==> src/rtl/alu_serial.sv <==
// alu_serial: multi-cycle WIDTH-bit ALU built from a SLICE-bit datapath
// that is iterated WIDTH/SLICE times, with the carry chained through a register.
//
// Ports:
//   clk, rst            : clock and synchronous active-high reset
//   in_valid, in_ready  : request handshake (in_ready only in IDLE)
//   cmd                 : ADD SUB AND OR XOR XNOR RSHFT COMP (0..7)
//   carry_in, b_inv     : ADD carry / RSHFT fill bit, invert operand B
//   d1, d2              : operands A and B
//   out_valid, out_ready: result handshake (out_valid only in DONE)
//   res, carry_out, zero: result, carry/compare flag, res == 0
module alu_serial #(
   parameter int WIDTH = 16,
   parameter int SLICE = 4
) (
   input  logic             clk,
   input  logic             rst,
   input  logic             in_valid,
   output logic             in_ready,
   input  logic [2:0]       cmd,
   input  logic             carry_in,
   input  logic             b_inv,
   input  logic [WIDTH-1:0] d1,
   input  logic [WIDTH-1:0] d2,
   output logic             out_valid,
   input  logic             out_ready,
   output logic [WIDTH-1:0] res,
   output logic             carry_out,
   output logic             zero
);

   localparam int N  = WIDTH / SLICE;
   localparam int CW = (N > 1) ? $clog2(N) : 1;
   localparam logic [CW-1:0] LAST = CW'(N - 1);

   localparam logic [1:0] S_IDLE = 2'd0;
   localparam logic [1:0] S_BUSY = 2'd1;
   localparam logic [1:0] S_DONE = 2'd2;

   localparam logic [2:0] C_ADD  = 3'd0;
   localparam logic [2:0] C_SUB  = 3'd1;
   localparam logic [2:0] C_AND  = 3'd2;
   localparam logic [2:0] C_OR   = 3'd3;
   localparam logic [2:0] C_XOR  = 3'd4;
   localparam logic [2:0] C_XNOR = 3'd5;
   localparam logic [2:0] C_RSH  = 3'd6;
   localparam logic [2:0] C_COMP = 3'd7;

   localparam logic [WIDTH-1:0] SMASK = WIDTH'({SLICE{1'b1}});

   logic [1:0]       state_q, state_d;
   logic [CW-1:0]    cnt_q, cnt_d;
   logic [2:0]       cmd_q, cmd_d;
   logic [WIDTH-1:0] a_q, a_d;
   logic [WIDTH-1:0] b_q, b_d;
   logic             carry_q, carry_d;
   logic [WIDTH-1:0] res_q, res_d;
   logic             zero_q, zero_d;

   logic [CW-1:0]    idx;
   logic [31:0]      sh;
   logic [SLICE-1:0] a_s, b_s, b_op, r_s;
   logic [SLICE:0]   sum;
   logic             c_n;
   logic [WIDTH-1:0] res_n;
   logic             c_init;

   // RSHFT walks from the MSB slice down so the bit leaving
   // one slice can enter the MSB of the next one.
   always_comb begin
      idx  = (cmd_q == C_RSH) ? (LAST - cnt_q) : cnt_q;
      sh   = 32'(idx) * 32'(SLICE);
      a_s  = SLICE'(a_q >> sh);
      b_s  = SLICE'(b_q >> sh);
      b_op = ((cmd_q == C_SUB) || (cmd_q == C_COMP)) ? ~b_s : b_s;
      sum  = {1'b0, a_s} + {1'b0, b_op} + (SLICE+1)'(carry_q);
      r_s  = '0;
      c_n  = 1'b0;
      unique case (cmd_q)
         C_ADD, C_SUB: begin
            r_s = sum[SLICE-1:0];
            c_n = sum[SLICE];
         end
         C_COMP: c_n = sum[SLICE];
         C_AND:  r_s = a_s & b_s;
         C_OR:   r_s = a_s | b_s;
         C_XOR:  r_s = a_s ^ b_s;
         C_XNOR: r_s = ~(a_s ^ b_s);
         C_RSH: begin
            r_s = (b_s >> 1) | (SLICE'(carry_q) << (SLICE - 1));
            c_n = b_s[0];
         end
         default: ;
      endcase
      res_n = (res_q & ~(SMASK << sh)) | (WIDTH'(r_s) << sh);
   end

   // Initial chained carry: SUB adds 1 to form two's complement,
   // COMP leaves it 0 so the final carry means A > B.
   always_comb begin
      c_init = 1'b0;
      unique case (cmd)
         C_ADD, C_RSH: c_init = carry_in;
         C_SUB:        c_init = 1'b1;
         default:      c_init = 1'b0;
      endcase
   end

   always_comb begin
      state_d = state_q;
      cnt_d   = cnt_q;
      cmd_d   = cmd_q;
      a_d     = a_q;
      b_d     = b_q;
      carry_d = carry_q;
      res_d   = res_q;
      zero_d  = zero_q;
      unique case (state_q)
         S_IDLE: begin
            if (in_valid) begin
               state_d = S_BUSY;
               cnt_d   = '0;
               cmd_d   = cmd;
               a_d     = d1;
               b_d     = b_inv ? ~d2 : d2;
               carry_d = c_init;
               res_d   = '0;
               zero_d  = 1'b0;
            end
         end
         S_BUSY: begin
            res_d   = res_n;
            carry_d = c_n;
            cnt_d   = cnt_q + 1'b1;
            if (cnt_q == LAST) begin
               state_d = S_DONE;
               zero_d  = (res_n == '0);
            end
         end
         S_DONE: begin
            if (out_ready) state_d = S_IDLE;
         end
         default: state_d = S_IDLE;
      endcase
   end

   always_ff @(posedge clk) begin
      if (rst) begin
         state_q <= S_IDLE;
         cnt_q   <= '0;
         cmd_q   <= '0;
         a_q     <= '0;
         b_q     <= '0;
         carry_q <= 1'b0;
         res_q   <= '0;
         zero_q  <= 1'b0;
      end else begin
         state_q <= state_d;
         cnt_q   <= cnt_d;
         cmd_q   <= cmd_d;
         a_q     <= a_d;
         b_q     <= b_d;
         carry_q <= carry_d;
         res_q   <= res_d;
         zero_q  <= zero_d;
      end
   end

   assign in_ready  = (state_q == S_IDLE) && !rst;
   assign out_valid = (state_q == S_DONE);
   assign res       = res_q;
   assign carry_out = carry_q;
   assign zero      = zero_q;

endmodule
==> config.mk <==
export PLATFORM = sky130hd
export DESIGN_NAME = alu_serial
export DESIGN_NICKNAME = d
export VERILOG_FILES = /design/src/rtl/alu_serial.sv
export SDC_FILE = /design/constraint.sdc
export NUM_CORES = 1
export LEC_CHECK = 0
export ABC_AREA = 1
export BUFFER_PORTS_ARGS = -buffer_cell sky130_fd_sc_hd__buf_2
export CELL_PAD_IN_SITES_DETAIL_PLACEMENT = 1
export CELL_PAD_IN_SITES_GLOBAL_PLACEMENT = 1
export CORE_UTILIZATION = 40
export CTS_CLUSTER_SIZE = 20
export DETAILED_ROUTE_END_ITERATION = 16
export HOLD_SLACK_MARGIN = 0.03
export PLACE_DENSITY_LB_ADDON = 0.1
export SLEW_MARGIN = 30
export SYNTH_ARGS = -nofsm -noshare
export SYNTH_HDL_FRONTEND = slang
export SYNTH_SLANG_ARGS = --single-unit
==> constraint.sdc <==
create_clock -name clk -period 4.01 [get_ports clk]
set_input_delay 0.2005 -clock clk [delete_from_list [all_inputs] [get_ports clk]]
set_output_delay 0.2005 -clock clk [all_outputs]
set_load 0.05 [all_outputs]
==> key figures <==
Timing
  • Normalized max-slew margin: 0.520
  • Minimum clock period: between 3 and 4 ns
  • Final Cycle Share: 0.942
  • Least-Margin Pin Slew: ~0.7 ns
  • FMAX: 0.265 GHz
  • Final Hold Slack: ~0.099 ns
  • Slew Limit Fails: 0
  • Endpoints failing setup: 0
  • Final worst setup slack: about 0.23 ns
  • Final hold vios: 0
  • Final Skew: ~0.011 ns

Clock tree
  • Clk sinks: 57
  • Clk slew on worst S/H paths: 0.07 ns
  • TritonCTS clock tree: built
  • Clk Latency, worst-skew pair: around 0.35 ns
  • Worst-case clock buffer depth: 2
  • Clk Tree Root Cell: clkbuf_8
  • CTS H-Tree Depth: 3
  • Num CTS Buffers: 9

Synthesis
  • Syn nets: approximately 530
  • Number of synthesized register bits: 57
  • Mapped Cells: approximately 480
  • Yosys Warn Count: 0
  • Syn Area/Cell: approximately 7.1 um2
  • Yosys top cell by area: dfxtp_1
  • Syn Std Cell Area: 3370 um2
  • Sequential element share of the synthesized area: 0.338
  • Synth top area cells: dfxtp_1 34%, nand2_1 11%, nor2_1 6.1%
  • Yosys cell types: 36
  • Synth Flop Type: dfxtp_1
  • Cell with the most instances after synthesis: nand2_1
  • Post-synth top area share: 0.338
  • Async SR Flop Fraction: 0
  • Synth top cells by count: 96 x nand2_1, 57 x dfxtp_1, 55 x nor2_1
  • Post-synth EDFFs: 0

Placed design
  • Inst Count DP: roughly 640
  • Post-place setup slack: 0.0216 ns
  • PortBufs: 60
  • GP Congestion: 0.832
  • HPWL Detailed: ~7400 um

Worst setup path
  • Crit Path Class: flop to flop
  • CP max FO: 7
  • CP Launch Type: flop
  • CP delay by family, top: simple AND/OR/NAND/NOR gates
  • Worst EP arrival: a little over 4 ns
  • Critical Path Slowest Stage Cell: fa_1
  • Critical path required time: approximately 4.3 ns
  • Crit path cell chain: inv_4 > nand3_4 > xor2_4 > nor2_1 > a221oi_4 > xor2_1 > fa_2 > fa_1 > or2_2 > nand2_1 > a21oi_1 > nor3_1 > buf_4 > nand3_1 > nand2_1 > nand2_1 > nor2_1 > nand2_1 > nor2_1 > nor2_1 > nor2_1
  • CP most frequent cell: nor2_1
  • CP Capture Type: flop
  • CP peak stage delay: ~0.4 ns
  • Worst path bufs/invs: 2

Power
  • Peak supply drop: 0.000198 V
  • Lkg Pwr: 1.90 nW
  • Power Density: 438 nW/um2

Global routing
  • Total gr overflow: 0
  • Largest net degree at the start of global routing: 42
  • First-pass GRT wire length: 16100 um
  • Initial antenna violation count: 0
  • Number of global-route vias before repair: between 3000 and 4000
  • Overall global routing resource usage: 0.240

Floorplan
  • Rows: 33
  • Initial cell density of the core: 0.412
  • DIE AREA: between 8000 and 9000 um2
  • CORE AREA: around 8200 um2
  • Die width: roughly 94 um
  • Die height: between 90 and 100 um
  • IO Pins: 61

Flow run
  • Total of max-cap violations: 0

Routing
  • Metal2 WL: 4810 um
  • Met3 routed WL: 332 um
  • Routed WL: approximately 10000 um
  • 1st-iter DRT viols: 87
  • # DRC: 0
  • DR top layer: met4
  • Routed WL per cell: 15.1 um
  • TritonRoute pass-1 iters: 4
  • DRT met1 WL: ~4700 um
  • Via density: between 5 and 6
  • Vias: about 3400
  • Antenna Nets Post-Route: 0

Cells and area
  • Antenna Cells: 0
  • Area Growth Syn to Fin: 20.7%
  • Nets@finish: between 600 and 700
  • Layout cells sized above 1: 0.230
  • Non-Filler Instances: approximately 660

Worst hold path
  • Worst hold path class: input pin to flop

Run status
  • Status: finished clean
state kept, by name, indices dropped and copies added (netlist names):
signal and cells:
a_q 16, b_q 16, res 16, cmd_q 3, cnt_q 2, state_q 2, carry_out 1, zero 1
final cells by class:
| type | instances | area, um2 |
|---|---|---|
| repair buffers | 79 | 443 |
| inverters | 48 | 183 |
| clock inverters | 4 | 51.3 |
| fillers | 1098 | 4100 |
| clock buffers | 12 | 155 |
| multi-input cells | 351 | 1960 |
| well taps | 105 | 131 |
| flip-flops and latches | 57 | 1140 |
final timing paths:
kind / startpoint / endpoint / slack, ns / depth (start not counted)
hold / removal: d1[4] / a_q[4]$_SDFFE_PP0P_ / 0.1 / 3
hold reg to reg: b_q[9]$_SDFFE_PP0P_ / b_q[9]$_SDFFE_PP0P_ / 0.47 / 2
setup / recovery: cmd_q[0]$_SDFFE_PP0P_ / zero$_SDFFE_PP0P_ / 0.23 / 21
setup reg to reg: cmd_q[0]$_SDFFE_PP0P_ / zero$_SDFFE_PP0P_ / 0.23 / 21
per-layer routing:
layer,track usage,vias up
li1,-,1702
met1,0.303,1578
met2,0.412,62
met3,0.0485,11
met4,0.0679,0
met5,0,-
cell families after synthesis:
logic type	synth area share
buffers and inverters	0.0861
flip-flops	0.338
adder cells (fa/ha/maj)	0.0564
AO/OA/AOI/OAI	0.161
XOR/XNOR	0.0601
AND/OR/NAND/NOR	0.298
where the power goes:
group,leakage [nW],switching [W],internal (W)
logic,1.33,0.000347,0.000212
registers,0.470,0.0000329,0.000609
clock network,0.103,0.000259,0.000321
cell usage in the layout, fill, tap and decap left out, types with 12 or more instances in the layout:
master   instances
nand2_1         95
ha_1            12
o21ai_0         31
inv_1           43
buf_2           60
nor2_1          55
buf_4           19
dfxtp_1         54
a21oi_1         35
nand3_1         39
per-stage QoR:
stage                     utilization  TNS, ns  power (W)  area, um2
after floorplan                     -        0    0.00102       3370
after global placement          0.466        0    0.00119       3810
after detailed placement        0.466        0    0.00120       3810
after CTS                       0.493        0    0.00179       4030
after global routing            0.498  -0.0188    0.00188       4070
final                           0.498        0    0.00178       4070
worst min-delay path, delay by kind of cell:
family | cells | cell delay, ns
buffers and inverters | 1 | 0.07
and+or+nand+nor | 1 | 0.08
AOI/OAI and AO/OA | 1 | 0.07
what timing repair did:
| item | in CTS | in global routing |
|---|---|---|
| pin swaps | 0 | 1 |
| setup buffers | 1 | 2 |
| resized for setup | 1 | 8 |
| hold buffers | 0 | 0 |
| setup endpoints to repair | 1 | 1 |
(Power assumes the default switching activity.)
